`src/rtl/ddr_clk_pkg.sv`:
```
`default_nettype none
// ============================================================================
// ddr_clk_pkg : shared types and phase-distance helper for the DDR clock PLL
// Rev 1.0
// ============================================================================
package ddr_clk_pkg;

  typedef enum logic [2:0] {
    WAIT_LOCK = 3'd0,
    IDLE      = 3'd1,
    PLAN      = 3'd2,
    STEP_HI   = 3'd3,
    SETTLE    = 3'd4,
    FAULT     = 3'd5
  } phase_state_t;

  localparam int DIST_W          = 16;
  localparam int NOM_PHASE_STEPS = 16;
  localparam int DEG_PER_STEP    = 360 / NOM_PHASE_STEPS;

  // Returns {updn, k}: shortest wrap-around path from cur to tgt; a half-turn goes up.
  function automatic logic [DIST_W:0] phase_dist(input int unsigned cur,
                                                 input int unsigned tgt,
                                                 input int unsigned n);
    int unsigned d;
    d = (tgt >= cur) ? (tgt - cur) : (tgt + n - cur);
    if (d <= n / 2) return {1'b1, DIST_W'(d)};
    else            return {1'b0, DIST_W'(n - d)};
  endfunction

endpackage
`default_nettype wire

```
`src/rtl/ddr_phase_distance.sv`:
```
`default_nettype none
// ============================================================================
// ddr_phase_distance : combinational direction/step-count from current to target
// Rev 1.0
// ============================================================================
module ddr_phase_distance
  import ddr_clk_pkg::*;
#(
  parameter int PHASE_STEPS = 16,
  parameter int PHASE_W     = $clog2(PHASE_STEPS)
) (
  input  logic [PHASE_W-1:0] cur_i,
  input  logic [PHASE_W-1:0] tgt_i,
  output logic               updn_o,
  output logic [PHASE_W:0]   k_o
);

  logic [DIST_W:0] w_dist;
  logic            w_unused;

  assign w_dist   = phase_dist(32'(cur_i), 32'(tgt_i), PHASE_STEPS);
  assign updn_o   = w_dist[DIST_W];
  assign k_o      = w_dist[PHASE_W:0];
  assign w_unused = ^w_dist[DIST_W-1:PHASE_W+1];

endmodule
`default_nettype wire

```
`src/rtl/ddr_phase_step_ctrl.sv`:
```
`default_nettype none
// ============================================================================
// ddr_phase_step_ctrl : drives PLL phase_step/phase_updn to reach a requested phase
// Rev 1.0
// ============================================================================
module ddr_phase_step_ctrl
  import ddr_clk_pkg::*;
#(
  parameter int PHASE_STEPS    = 16,
  parameter int PHASE_W        = $clog2(PHASE_STEPS),
  parameter int RESET_PHASE    = 4,
  parameter int STEP_PULSE_CYC = 2,
  parameter int SETTLE_CYC     = 8
) (
  input  logic               clk,
  input  logic               rst,
  input  logic               pll_locked,
  input  logic               req_valid,
  output logic               req_ready,
  input  logic               req_rel,
  input  logic [PHASE_W-1:0] req_phase,
  output logic               phase_step,
  output logic               phase_updn,
  output logic [PHASE_W-1:0] cur_phase,
  output logic               busy,
  output logic               done,
  output logic               err
);

  localparam int CNT_MAX = (STEP_PULSE_CYC > SETTLE_CYC) ? STEP_PULSE_CYC : SETTLE_CYC;
  localparam int CNT_W   = $clog2(CNT_MAX + 1);
  localparam int K_W     = PHASE_W + 1;
  localparam int SUM_W   = PHASE_W + 2;

  localparam logic [PHASE_W-1:0] c_RST_PH   = PHASE_W'(RESET_PHASE);
  localparam logic [PHASE_W-1:0] c_LAST_PH  = PHASE_W'(PHASE_STEPS - 1);
  localparam logic [CNT_W-1:0]   c_PULSE_LD = CNT_W'(STEP_PULSE_CYC - 1);
  localparam logic [CNT_W-1:0]   c_SETTLE_LD = CNT_W'(SETTLE_CYC - 1);

  phase_state_t       state_q, state_d;
  logic [PHASE_W-1:0] cur_q, cur_d;
  logic [PHASE_W-1:0] req_q, req_d;
  logic               rel_q, rel_d;
  logic [K_W-1:0]     k_q, k_d;
  logic [CNT_W-1:0]   cnt_q, cnt_d;
  logic               updn_q, updn_d;
  logic               done_q, done_d;
  logic               err_q, err_d;

  logic signed [SUM_W-1:0] w_sum;
  logic [PHASE_W-1:0]      w_tgt;
  logic                    w_updn;
  logic [K_W-1:0]          w_k;
  logic                    w_abs_oor;

  // Relative target: one add/sub of N suffices since |offset| < N.
  always_comb begin
    w_sum = $signed({2'b00, cur_q}) + $signed({{2{req_q[PHASE_W-1]}}, req_q});
    if (w_sum < 0)
      w_sum = w_sum + $signed(SUM_W'(PHASE_STEPS));
    else if (w_sum >= $signed(SUM_W'(PHASE_STEPS)))
      w_sum = w_sum - $signed(SUM_W'(PHASE_STEPS));
    w_tgt = rel_q ? w_sum[PHASE_W-1:0] : req_q;
  end

  assign w_abs_oor = !rel_q && ({1'b0, req_q} >= K_W'(PHASE_STEPS));

  ddr_phase_distance #(
    .PHASE_STEPS(PHASE_STEPS),
    .PHASE_W    (PHASE_W)
  ) u_dist (
    .cur_i (cur_q),
    .tgt_i (w_tgt),
    .updn_o(w_updn),
    .k_o   (w_k)
  );

  always_comb begin
    state_d = state_q;
    cur_d   = cur_q;
    req_d   = req_q;
    rel_d   = rel_q;
    k_d     = k_q;
    cnt_d   = cnt_q;
    updn_d  = updn_q;
    done_d  = 1'b0;
    err_d   = err_q;
    unique case (state_q)
      WAIT_LOCK: begin
        cur_d = c_RST_PH;
        if (pll_locked) state_d = IDLE;
      end
      IDLE: begin
        if (!pll_locked) begin
          state_d = WAIT_LOCK;
          cur_d   = c_RST_PH;
        end else if (req_valid && req_ready) begin
          rel_d   = req_rel;
          req_d   = req_phase;
          err_d   = 1'b0;
          state_d = PLAN;
        end
      end
      PLAN: begin
        if (w_abs_oor) begin
          err_d   = 1'b1;
          done_d  = 1'b1;
          state_d = IDLE;
        end else begin
          updn_d = w_updn;
          k_d    = w_k;
          if (w_k == '0) begin
            done_d  = 1'b1;
            state_d = IDLE;
          end else begin
            cnt_d   = c_PULSE_LD;
            state_d = STEP_HI;
          end
        end
      end
      STEP_HI, SETTLE: begin
        if (!pll_locked) begin
          state_d = FAULT;
          err_d   = 1'b1;
          done_d  = 1'b1;
          cur_d   = c_RST_PH;
        end else if (cnt_q != '0) begin
          cnt_d = cnt_q - 1'b1;
        end else if (state_q == STEP_HI) begin
          if (updn_q) cur_d = (cur_q == c_LAST_PH) ? '0 : cur_q + 1'b1;
          else        cur_d = (cur_q == '0) ? c_LAST_PH : cur_q - 1'b1;
          k_d     = k_q - 1'b1;
          cnt_d   = c_SETTLE_LD;
          state_d = SETTLE;
        end else if (k_q != '0) begin
          cnt_d   = c_PULSE_LD;
          state_d = STEP_HI;
        end else begin
          done_d  = 1'b1;
          state_d = IDLE;
        end
      end
      FAULT:   state_d = WAIT_LOCK;
      default: state_d = WAIT_LOCK;
    endcase
  end

  always_ff @(posedge clk or posedge rst) begin
    if (rst) begin
      state_q <= WAIT_LOCK;
      cur_q   <= c_RST_PH;
      req_q   <= '0;
      rel_q   <= 1'b0;
      k_q     <= '0;
      cnt_q   <= '0;
      updn_q  <= 1'b0;
      done_q  <= 1'b0;
      err_q   <= 1'b0;
    end else begin
      state_q <= state_d;
      cur_q   <= cur_d;
      req_q   <= req_d;
      rel_q   <= rel_d;
      k_q     <= k_d;
      cnt_q   <= cnt_d;
      updn_q  <= updn_d;
      done_q  <= done_d;
      err_q   <= err_d;
    end
  end

  // Step is gated by lock so a lost lock kills the pulse in the same cycle.
  assign phase_step = (state_q == STEP_HI) && pll_locked;
  assign busy       = (state_q == PLAN) || (state_q == STEP_HI) ||
                      (state_q == SETTLE) || (state_q == FAULT);
  assign req_ready  = (state_q == IDLE) && pll_locked && !done_q;
  assign phase_updn = updn_q;
  assign cur_phase  = cur_q;
  assign done       = done_q;
  assign err        = err_q;

endmodule
`default_nettype wire

```
`config.mk`:
```
export PLATFORM = sky130hd
export DESIGN_NAME = ddr_phase_step_ctrl
export DESIGN_NICKNAME = d
export VERILOG_FILES = /design/src/rtl/ddr_clk_pkg.sv /design/src/rtl/ddr_phase_distance.sv /design/src/rtl/ddr_phase_step_ctrl.sv
export SDC_FILE = /design/constraint.sdc
export NUM_CORES = 1
export LEC_CHECK = 0
export BUFFER_PORTS_ARGS = -buffer_cell sky130_fd_sc_hd__buf_2
export CORE_MARGIN = 4
export CORE_UTILIZATION = 54
export CTS_BUF_LIST = sky130_fd_sc_hd__clkbuf_16
export CTS_CLUSTER_SIZE = 30
export DETAILED_ROUTE_END_ITERATION = 8
export PLACE_DENSITY = 0.83
export SLEW_MARGIN = 40
export SYNTH_ARGS = -nofsm -noshare
export SYNTH_HDL_FRONTEND = slang
export SYNTH_SLANG_ARGS = --single-unit
```
`constraint.sdc`:
```
create_clock -name clk -period 4.1 [get_ports clk]
set_clock_uncertainty 0.2 [all_clocks]
set_input_delay 0.205 -clock clk [delete_from_list [all_inputs] [get_ports clk]]
set_output_delay 0.205 -clock clk [all_outputs]
set_load 0.05 [all_outputs]
```
==> results of run 1 <==
## synth_stat cells, types with 5 or more instances
library cell,count,area share [%]
dfrtp_1,23,28
a31oi_1,5,1.5
ha_1,16,9.7
clkbuf_1,6,1.1
nor3_1,7,1.7
nand2_1,16,2.9
mux2_2,10,5.5
a21oi_1,22,5.3
o21ai_0,16,3.9
nor2_1,15,2.7
inv_1,21,3.8
nand2b_1,8,2.4
mux2i_1,6,2.9
## worst max-delay path, cell delays in order (launching register included)
cell,delay (ns)
dfrtp_4,0.51
buf_12,0.14
fa_1,0.44
xnor2_1,0.18
a21oi_2,0.09
ha_1,0.34
nor2b_1,0.16
o21ai_2,0.14
nand2b_1,0.10
ha_4,0.24
nor2b_4,0.14
a31o_1,0.20
a221o_1,0.30
or3_1,0.33
nand4_1,0.18
o21ai_4,0.12
a221o_1,0.30
## cells in the final DEF, fill, tap and decap left out, types with 3 or more instances in the layout
cell / count
a211oi_1: 3
a21o_1: 3
a21oi_1: 19
a21oi_2: 3
a31oi_1: 5
buf_2: 18
buf_4: 13
clkbuf_16: 3
dfrtp_1: 21
dlygate4sd3_1: 6
ha_1: 11
ha_4: 5
inv_1: 20
mux2_2: 9
mux2i_1: 6
nand2_1: 16
nand2b_1: 8
nand3_1: 4
nor2_1: 15
nor3_1: 7
o21ai_0: 15
o31ai_1: 3
or3_1: 4
xnor2_1: 3
xor2_1: 3
## sequential cells by signal, summed over array words and instances (netlist names)
register    flops
k_q             5
req_q           4
state_q         3
cur_phase       4
cnt_q           4
err             1
rel_q           1
phase_updn      1
done            1
## what timing repair did
item | 4_1_cts | 5_1_grt
gates resized for setup | 3 | 5
pin swaps | 2 | 5
endpoints found under the hold margin | 28 | 0
setup endpoints to repair | 3 | 7
hold buffers | 6 | 0
setup buffers | 1 | 5
cloned | 0 | 0
## kinds of logic (layout without fill, tap and decap cells)
kind of cell	count (synthesis)	after routing	synth area share (%)
AO/OA/AOI/OAI	72	72	21.9
AND/OR/NAND/NOR	72	72	18.4
buffers and inverters	31	63	6.30
flip-flops	24	24	29.2
adder cells (fa/ha/maj)	18	18	11.6
multiplexers	17	17	8.91
XOR/XNOR	8	8	3.76
## path summary, 6_finish.rpt
check,slack [ns],endpoint,cells after the start,from
min in group asynchronous,0.36,phase_updn$_DFFE_PP0P_,3,rst
min reg2reg,0.28,err$_DFFE_PP0P_,2,err$_DFFE_PP0P_
max reg2reg,-0.12,cnt_q[3]$_DFFE_PP0P_,16,cur_phase[1]$_DFFE_PP0P_
max in group asynchronous,2.95,cur_phase[0]$_DFFE_PP0P_,3,rst
max,-0.12,cnt_q[3]$_DFFE_PP0P_,16,cur_phase[1]$_DFFE_PP0P_
min,0.12,err$_DFFE_PP0P_,2,pll_locked
## metrics by stage
| stage | setup TNS, ns | hold WS [ns] | std cells |
|---|---|---|---|
| floorplan | -0.0435 | 0.0189 | 242 |
| global placement | 0 | 0.237 | 306 |
| detailed placement | -0.158 | 0.0686 | 306 |
| CTS | -0.00348 | 0.106 | 317 |
| global route | -1.21 | 0.128 | 322 |
| finish | -0.306 | 0.116 | 322 |
## layout make-up
type	instances	area, µm²
flip-flops and latches	24	609
fillers	272	1140
inverters	21	78.8
well taps	48	60.1
clock inverters	1	3.75
clock buffers	3	75.1
repair buffers	38	268
multi-input cells	187	1450
## per-layer routing
layer | GRT usage (%) | up-vias | share of wire [%]
li1 | - | 936 | -
met1 | 26.4 | 928 | 43
met2 | 38.3 | 40 | 51
met3 | 2.75 | 11 | 3.4
met4 | 8.30 | 0 | 2.4
met5 | 0 | - | 0
==> metrics.yaml, run 1 <==
floorplanning:
  rows: 22
  initial_core_util_pct: 56.0
  die_w_um: 69.8
  die_h_um: 69.8
  io_pins: 19
  core_um2: 3690
  dieArea_um2: 4880
logic_synthesis:
  ys_ff_latch: 24
  synth_edf_count: 0
  synth_cells: 242
  synth_cell_type_count: 53
  synth_fp_nets: 269
  synthesis.area_um2: 2060
  synth_seq_area_share_pct: 29.2
  ys_warn_count: 0
  async_reset_ff_share_pct: 100
  avgSynthCellArea_um2: 8.53
  synth_ff_type: "dfrtp_1"
sta:
  final_hold_viol_count: 0
  post-route-period-util_pct: 103
  fin_ws_ns: -0.119
  fmax_ghz: 0.237
  rsz0062_at_grt: "true"
  worst_slew_pin_slew_ns: 0.540
  min_period_ns: 4.22
  slew_headroom_pct: 64.0
  slew_viol_final: 0
  setup_viol: 5
routing:
  totalWireLength_um: 5170
  detail_route.iter0.violations: 151
  ant_nets: 0
  routedWlPerCell_um: 16.1
  dr_total_vias: 1915
  vias_per_cell: 5.95
  drt_first_pass_iters: 4
  drc: 0
clocking:
  cts_root_buf: "clkbuf_16"
  cts_sinks: 24
  numCtsBuffers: 3
  clkLatencyLatePin_ns: 0.26
  cts_buffer_depth: 2
  clk_pin_slew_worst_paths_ns: 0.06
  cts_tree: "yes"
  cts_max_level: 1
worst_setup_path:
  required_ns: 4.04
  cp_max_fo: 5
  crit_path_end_kind: "register"
  cp.arrival_ns: 4.16
  start_kind: "register"
  crit_type: "register to register"
run_status:
  status: "finished with violations"
  violations: "setup timing"
grt:
  grt_pass1_wl_um: 8610
  first_global_vias: 1893
  grt_max_degree: 25
  antenna_found_initial: 0
  gr-total-overflow: 0
  grt.total_usage_pct: 21.6
placed_design:
  place_area_um2: 2300
  hpwl_um: 3540
  port_buffers: 18
  gp_congestion: 0.877
  place_ws_ns: -0.0595
cells_and_area:
  layout-area-overhead-vs-synth_pct: 23.4
  final_nets: 302
  antenna_cells: 0
  drive_above_1_share_pct: 24.8
  finalInstanceArea_um2: 2550
  fin_util_pct: 69.1
job:
  drv_cap: 0
min_path:
  hp-class: "input port to register"
Power of run 1 is not shown: default switching activity piles up to over one toggle a cycle in this logic, so the estimate is an artifact.
==> inputs of run 2 (changes only) <==
--- a/config.mk
+++ b/config.mk
@@ -6,8 +6,10 @@
 export NUM_CORES = 1
 export LEC_CHECK = 0
 export BUFFER_PORTS_ARGS = -buffer_cell sky130_fd_sc_hd__buf_2
+export CELL_PAD_IN_SITES_DETAIL_PLACEMENT = 0
+export CELL_PAD_IN_SITES_GLOBAL_PLACEMENT = 1
 export CORE_MARGIN = 4
-export CORE_UTILIZATION = 54
+export CORE_UTILIZATION = 41
 export CTS_BUF_LIST = sky130_fd_sc_hd__clkbuf_16
 export CTS_CLUSTER_SIZE = 30
 export DETAILED_ROUTE_END_ITERATION = 8
==> metrics.yaml, run 2 (same netlist as run 1, synthesis figures left out) <==
run_status:
  status: "finished with violations"
  violations: "setup timing"
routing:
  drc: 0
  dr_total_vias: 1816
  drt_first_pass_iters: 4
  vias_per_cell: 5.39
  ant_nets: 0
  routedWlPerCell_um: 14.3
  totalWireLength_um: 4800
  detail_route.iter0.violations: 113
sta:
  fin_ws_ns: -0.0272
  fmax_ghz: 0.242
  post-route-period-util_pct: 101
  min_period_ns: 4.13
  worst_slew_pin_slew_ns: 0.539
  rsz0062_at_grt: "true"
  hold_slack_ns: 0.0935
  final_hold_viol_count: 0
  slew_viol_final: 0
  setup_viol: 3
  slew_headroom_pct: 64.0
grt:
  gr-total-overflow: 0
  antenna_found_initial: 0
  first_global_vias: 1788
  grt.total_usage_pct: 16.7
  grt_max_degree: 25
  grt_pass1_wl_um: 8430
clocking:
  cts_max_level: 1
  clk_pin_slew_worst_paths_ns: 0.07
  clkLatencyLatePin_ns: 0.26
  cts_tree: "yes"
  cts_sinks: 24
  cts_root_buf: "clkbuf_16"
  cts_buffer_depth: 2
  numCtsBuffers: 3
worst_setup_path:
  crit_type: "register to register"
  crit_path_end_kind: "register"
  required_ns: 4.05
  start_kind: "register"
  cp.arrival_ns: 4.08
  cp_max_fo: 5
  rr_worst_depth: 16
floorplanning:
  io_pins: 19
  die_h_um: 79.0
  die_w_um: 79.0
  rows: 25
  initial_core_util_pct: 43.1
  dieArea_um2: 6230
  core_um2: 4790
cells_and_area:
  mostFrequentLayoutCells: "a21oi_1 (21), dfrtp_1 (21), inv_1 (19)"
  register_area_um2: 609
  n_fill_cell: 458
  layout-area-overhead-vs-synth_pct: 20.2
  drive_above_1_share_pct: 21.9
  antenna_cells: 0
  largest_register_ffs: 5
  multiInputGateArea_um2: 1410
  final_nets: 298
  regMostFlops: "k_q"
placed_design:
  gp_congestion: 0.875
  hpwl_um: 3630
  port_buffers: 18
min_path:
  holdPathStages: 2
  hp-class: "input port to register"
job:
  drv_cap: 0
run 2: final timing paths:
kind / to / start / slack, ns
max: cnt_q[2]$_DFFE_PP0P_ / cur_phase[1]$_DFFE_PP0P_ / -0.03
min: err$_DFFE_PP0P_ / pll_locked / 0.09
max reg2reg: cnt_q[2]$_DFFE_PP0P_ / cur_phase[1]$_DFFE_PP0P_ / -0.03
min reg2reg: err$_DFFE_PP0P_ / err$_DFFE_PP0P_ / 0.27
max in group asynchronous: cur_phase[0]$_DFFE_PP0P_ / rst / 2.97
min in group asynchronous: req_q[0]$_DFFE_PP0P_ / rst / 0.33
run 2: per-layer routing:
layer	vias up	global-route usage [%]	part of all wire, %
met5	-	0	0
met2	33	27.5	47
met1	850	22.9	48
met4	0	5.15	1.7
met3	8	2.04	3.1
li1	925	-	-
run 2: timing repair:
| item | CTS | global route |
|---|---|---|
| setup endpoints to repair | 2 | 6 |
| hold endpoints to repair | 28 | 0 |
| pin swaps | 0 | 1 |
| resized for setup | 0 | 2 |
| buffers inserted | 1 | 0 |
| hold buffers | 6 | 0 |
run 2: worst max-delay path, cell delays in order (launching register included):
cell and delay, ns:
dfrtp_4 0.51, ha_4 0.24, a21o_1 0.17, a21oi_1 0.17, xnor2_1 0.13, nand2_1 0.08, xnor2_1 0.19, ha_1 0.31
a21oi_2 0.22, ha_4 0.24, nor2b_4 0.13, a31o_1 0.20, a221o_1 0.31, or3_4 0.34, nand4_1 0.15, o21ai_2 0.12
a211o_1 0.30
run 2: cell type report:
type | count | area share, %
clock buffer | 3 | 3.03
sequential | 24 | 24.6
inverter | 21 | 3.18
clock inverter | 1 | 0.151
multi-input combinational | 187 | 56.6
timing repair buffer | 34 | 9.08
tap | 67 | 3.38
run 2: through the flow:
stage	TNS [ns]	setup WS [ns]	utilization, %	std cells	instance area [µm²]
2_1_floorplan	-0.0435	-0.0235	-	242	2140
3_3_place_gp	0	0.0403	48.7	326	2330
3_5_place_dp	-0.0398	-0.0212	48.7	326	2330
4_1_cts	-0.0399	-0.0216	51.7	337	2480
5_1_grt	-0.640	-0.162	51.8	337	2480
6_report	-0.0754	-0.0272	51.8	337	2480
Power of run 2 is left out for the same reason.
==> inputs of run 3 (changes only) <==
--- a/config.mk
+++ b/config.mk
@@ -5,14 +5,14 @@
 export SDC_FILE = /design/constraint.sdc
 export NUM_CORES = 1
 export LEC_CHECK = 0
-export BUFFER_PORTS_ARGS = -buffer_cell sky130_fd_sc_hd__buf_2
 export CELL_PAD_IN_SITES_DETAIL_PLACEMENT = 0
 export CELL_PAD_IN_SITES_GLOBAL_PLACEMENT = 1
 export CORE_MARGIN = 4
-export CORE_UTILIZATION = 41
+export CORE_UTILIZATION = 44
 export CTS_BUF_LIST = sky130_fd_sc_hd__clkbuf_16
-export CTS_CLUSTER_SIZE = 30
+export CTS_CLUSTER_SIZE = 20
 export DETAILED_ROUTE_END_ITERATION = 8
+export DONT_BUFFER_PORTS = 1
 export PLACE_DENSITY = 0.83
 export SLEW_MARGIN = 40
 export SYNTH_ARGS = -nofsm -noshare
==> metrics.yaml, run 3 (same netlist as run 1, synthesis figures left out) <==
min_path:
  worstHoldStart: "pll_locked"
  holdPathEnd: "done$_DFF_PP0_"
  hp-class: "input port to register"
  holdPathStages: 3
floorplanning:
  die_w_um: 76.5
  dieArea_um2: 5850
  core_um2: 4440
  initial_core_util_pct: 46.5
  rows: 24
  die_h_um: 76.5
  io_pins: 19
cells_and_area:
  mostFrequentLayoutCells: "dfrtp_1 (21), inv_1 (20), a21oi_1 (19)"
  drive_above_1_share_pct: 22.2
  stdcell_count: 313
  antenna_cells: 0
  final_nets: 289
  layout_commonest_cell: "dfrtp_1"
  regMostFlops: "k_q"
  layout-area-overhead-vs-synth_pct: 21.6
  largest_register_ffs: 5
placed_design:
  port_buffers: 0
  place_ws_ns: -0.0599
  place_inst: 297
  gp_congestion: 0.842
  hpwl_um: 3660
grt:
  met2_usage_pct: 27.9
  antenna_found_initial: 0
  gr-total-overflow: 0
  grt.total_usage_pct: 17.2
  use_met3_pct: 3.66
  grt_pass1_wl_um: 8330
  use_met1_pct: 22.9
  grt_max_degree: 25
  grt-busiest-layer: "met2"
  first_global_vias: 1807
clocking:
  cts_tree: "yes"
  cts_buffer_depth: 2
  cts_max_level: 1
  cts_root_buf: "clkbuf_16"
  clkLatencyLatePin_ns: 0.26
  numCtsBuffers: 3
  cts_sinks: 24
  clk_pin_slew_worst_paths_ns: 0.06
routing:
  totalWireLength_um: 4870
  dr_total_vias: 1793
  vias_per_cell: 5.73
  detail_route.iter0.violations: 83
  drc: 0
  ant_nets: 0
  drt_first_pass_iters: 4
  routedWlPerCell_um: 15.5
worst_setup_path:
  r2r_setup_slack_ns: -0.04
  path_delay_family: "adder cells"
  cp.arrival_ns: 4.08
  crit_buf_inv: 2
  slowest_delay_ns: 0.52
  rr_worst_depth: 16
  timing.rr.start: "cur_phase[0]$_DFFE_PP0P_"
  start_kind: "register"
  cp_max_fo: 5
  setup.worst_path.start: "cur_phase[0]$_DFFE_PP0P_"
  crit_type: "register to register"
  required_ns: 4.05
  r2r_end: "cnt_q[3]$_DFFE_PP0P_"
  crit_slowest_cell: "fa_2"
  crit_path_end_kind: "register"
  worstPathCellList: "ha_4 -> fa_2 -> mux2_4 -> inv_2 -> fa_2 -> inv_1 -> a21o_1 -> a21oi_4 -> ha_4 -> nor2b_4 -> a31o_1 -> a221o_1 -> or3_1 -> nand4_1 -> o21ai_4 -> a221o_1"
sta:
  fin_ws_ns: -0.0363
  setup_viol: 2
  hold_slack_ns: 0.0389
  worst_slew_pin_slew_ns: 0.652
  final_hold_viol_count: 0
  fmax_ghz: 0.242
  tns_ns: -0.0705
  min_period_ns: 4.14
  rsz0062_at_grt: "true"
  slew_viol_final: 0
  post-route-period-util_pct: 101
  slew_headroom_pct: 56.6
job:
  drv_cap: 0
run_status:
  status: "finished with violations"
  violations: "setup timing"
-- run 3: cell count changes in the layout (fill, tap and decap cells not counted), moves of 2 or more --
| cell | delta |
|---|---|
| buf_2 | -18 |
| xnor2_1 | -2 |
| xnor2_2 | +2 |
| buf_4 | +8 |
| o21ai_1 | -2 |
| a21oi_1 | -2 |
-- run 3: layout make-up --
| class | instances | area, µm² |
|---|---|---|
| Sequential cell | 24 | 609 |
| Fill cell | 410 | 1930 |
| Inverter | 21 | 78.8 |
| Tap cell | 52 | 65.1 |
| Timing Repair Buffer | 25 | 205 |
| Clock inverter | 1 | 3.75 |
| Clock buffer | 3 | 75.1 |
| Multi-Input combinational cell | 187 | 1470 |
-- run 3: metal layers --
layer | wire length, µm | up-vias | share of wire, %
met5 | 0 | - | 0
met4 | 74 | 0 | 1.5
met3 | 190 | 8 | 3.9
met2 | 2340 | 28 | 48
met1 | 2260 | 856 | 46
li1 | - | 901 | -
-- run 3: worst max path at each step --
stage                                      end  slack (ns)  cells after the start
after floorplan           cnt_q[3]$_DFFE_PP0P_       -0.02                     16
after global placement    cnt_q[3]$_DFFE_PP0P_       0.003                     16
after detailed placement  cnt_q[3]$_DFFE_PP0P_       -0.06                     16
after CTS                 cnt_q[0]$_DFFE_PP0P_      -0.005                     16
after global routing      cnt_q[3]$_DFFE_PP0P_       -0.18                     16
final                     cnt_q[3]$_DFFE_PP0P_       -0.04                     16
-- run 3: repair_timing --
action | 4_1_cts | 5_1_grt
buffers inserted | 3 | 2
hold buffers | 7 | 0
pin swaps | 2 | 11
endpoints found under the setup margin | 3 | 5
hold endpoints to repair | 32 | 0
resized for setup | 2 | 8
-- run 3: stage by stage --
step | utilization (%) | instance area, µm²
CTS | 54.9 | 2440
finish | 56.5 | 2510
floorplan | - | 2140
detailed placement | 50.8 | 2260
global placement | 50.6 | 2250
global route | 56.5 | 2510
-- run 3: worst reg2reg max path: stages (launching register included) --
cell and delay, ns:
dfrtp_4 0.48, ha_4 0.17, fa_2 0.52, mux2_4 0.17, inv_2 0.04, fa_2 0.33, inv_1 0.06, a21o_1 0.16
a21oi_4 0.08, ha_4 0.24, nor2b_4 0.13, a31o_1 0.20, a221o_1 0.31, or3_1 0.36, nand4_1 0.18, o21ai_4 0.10
a221o_1 0.30
Power of run 3 is left out for the same reason.
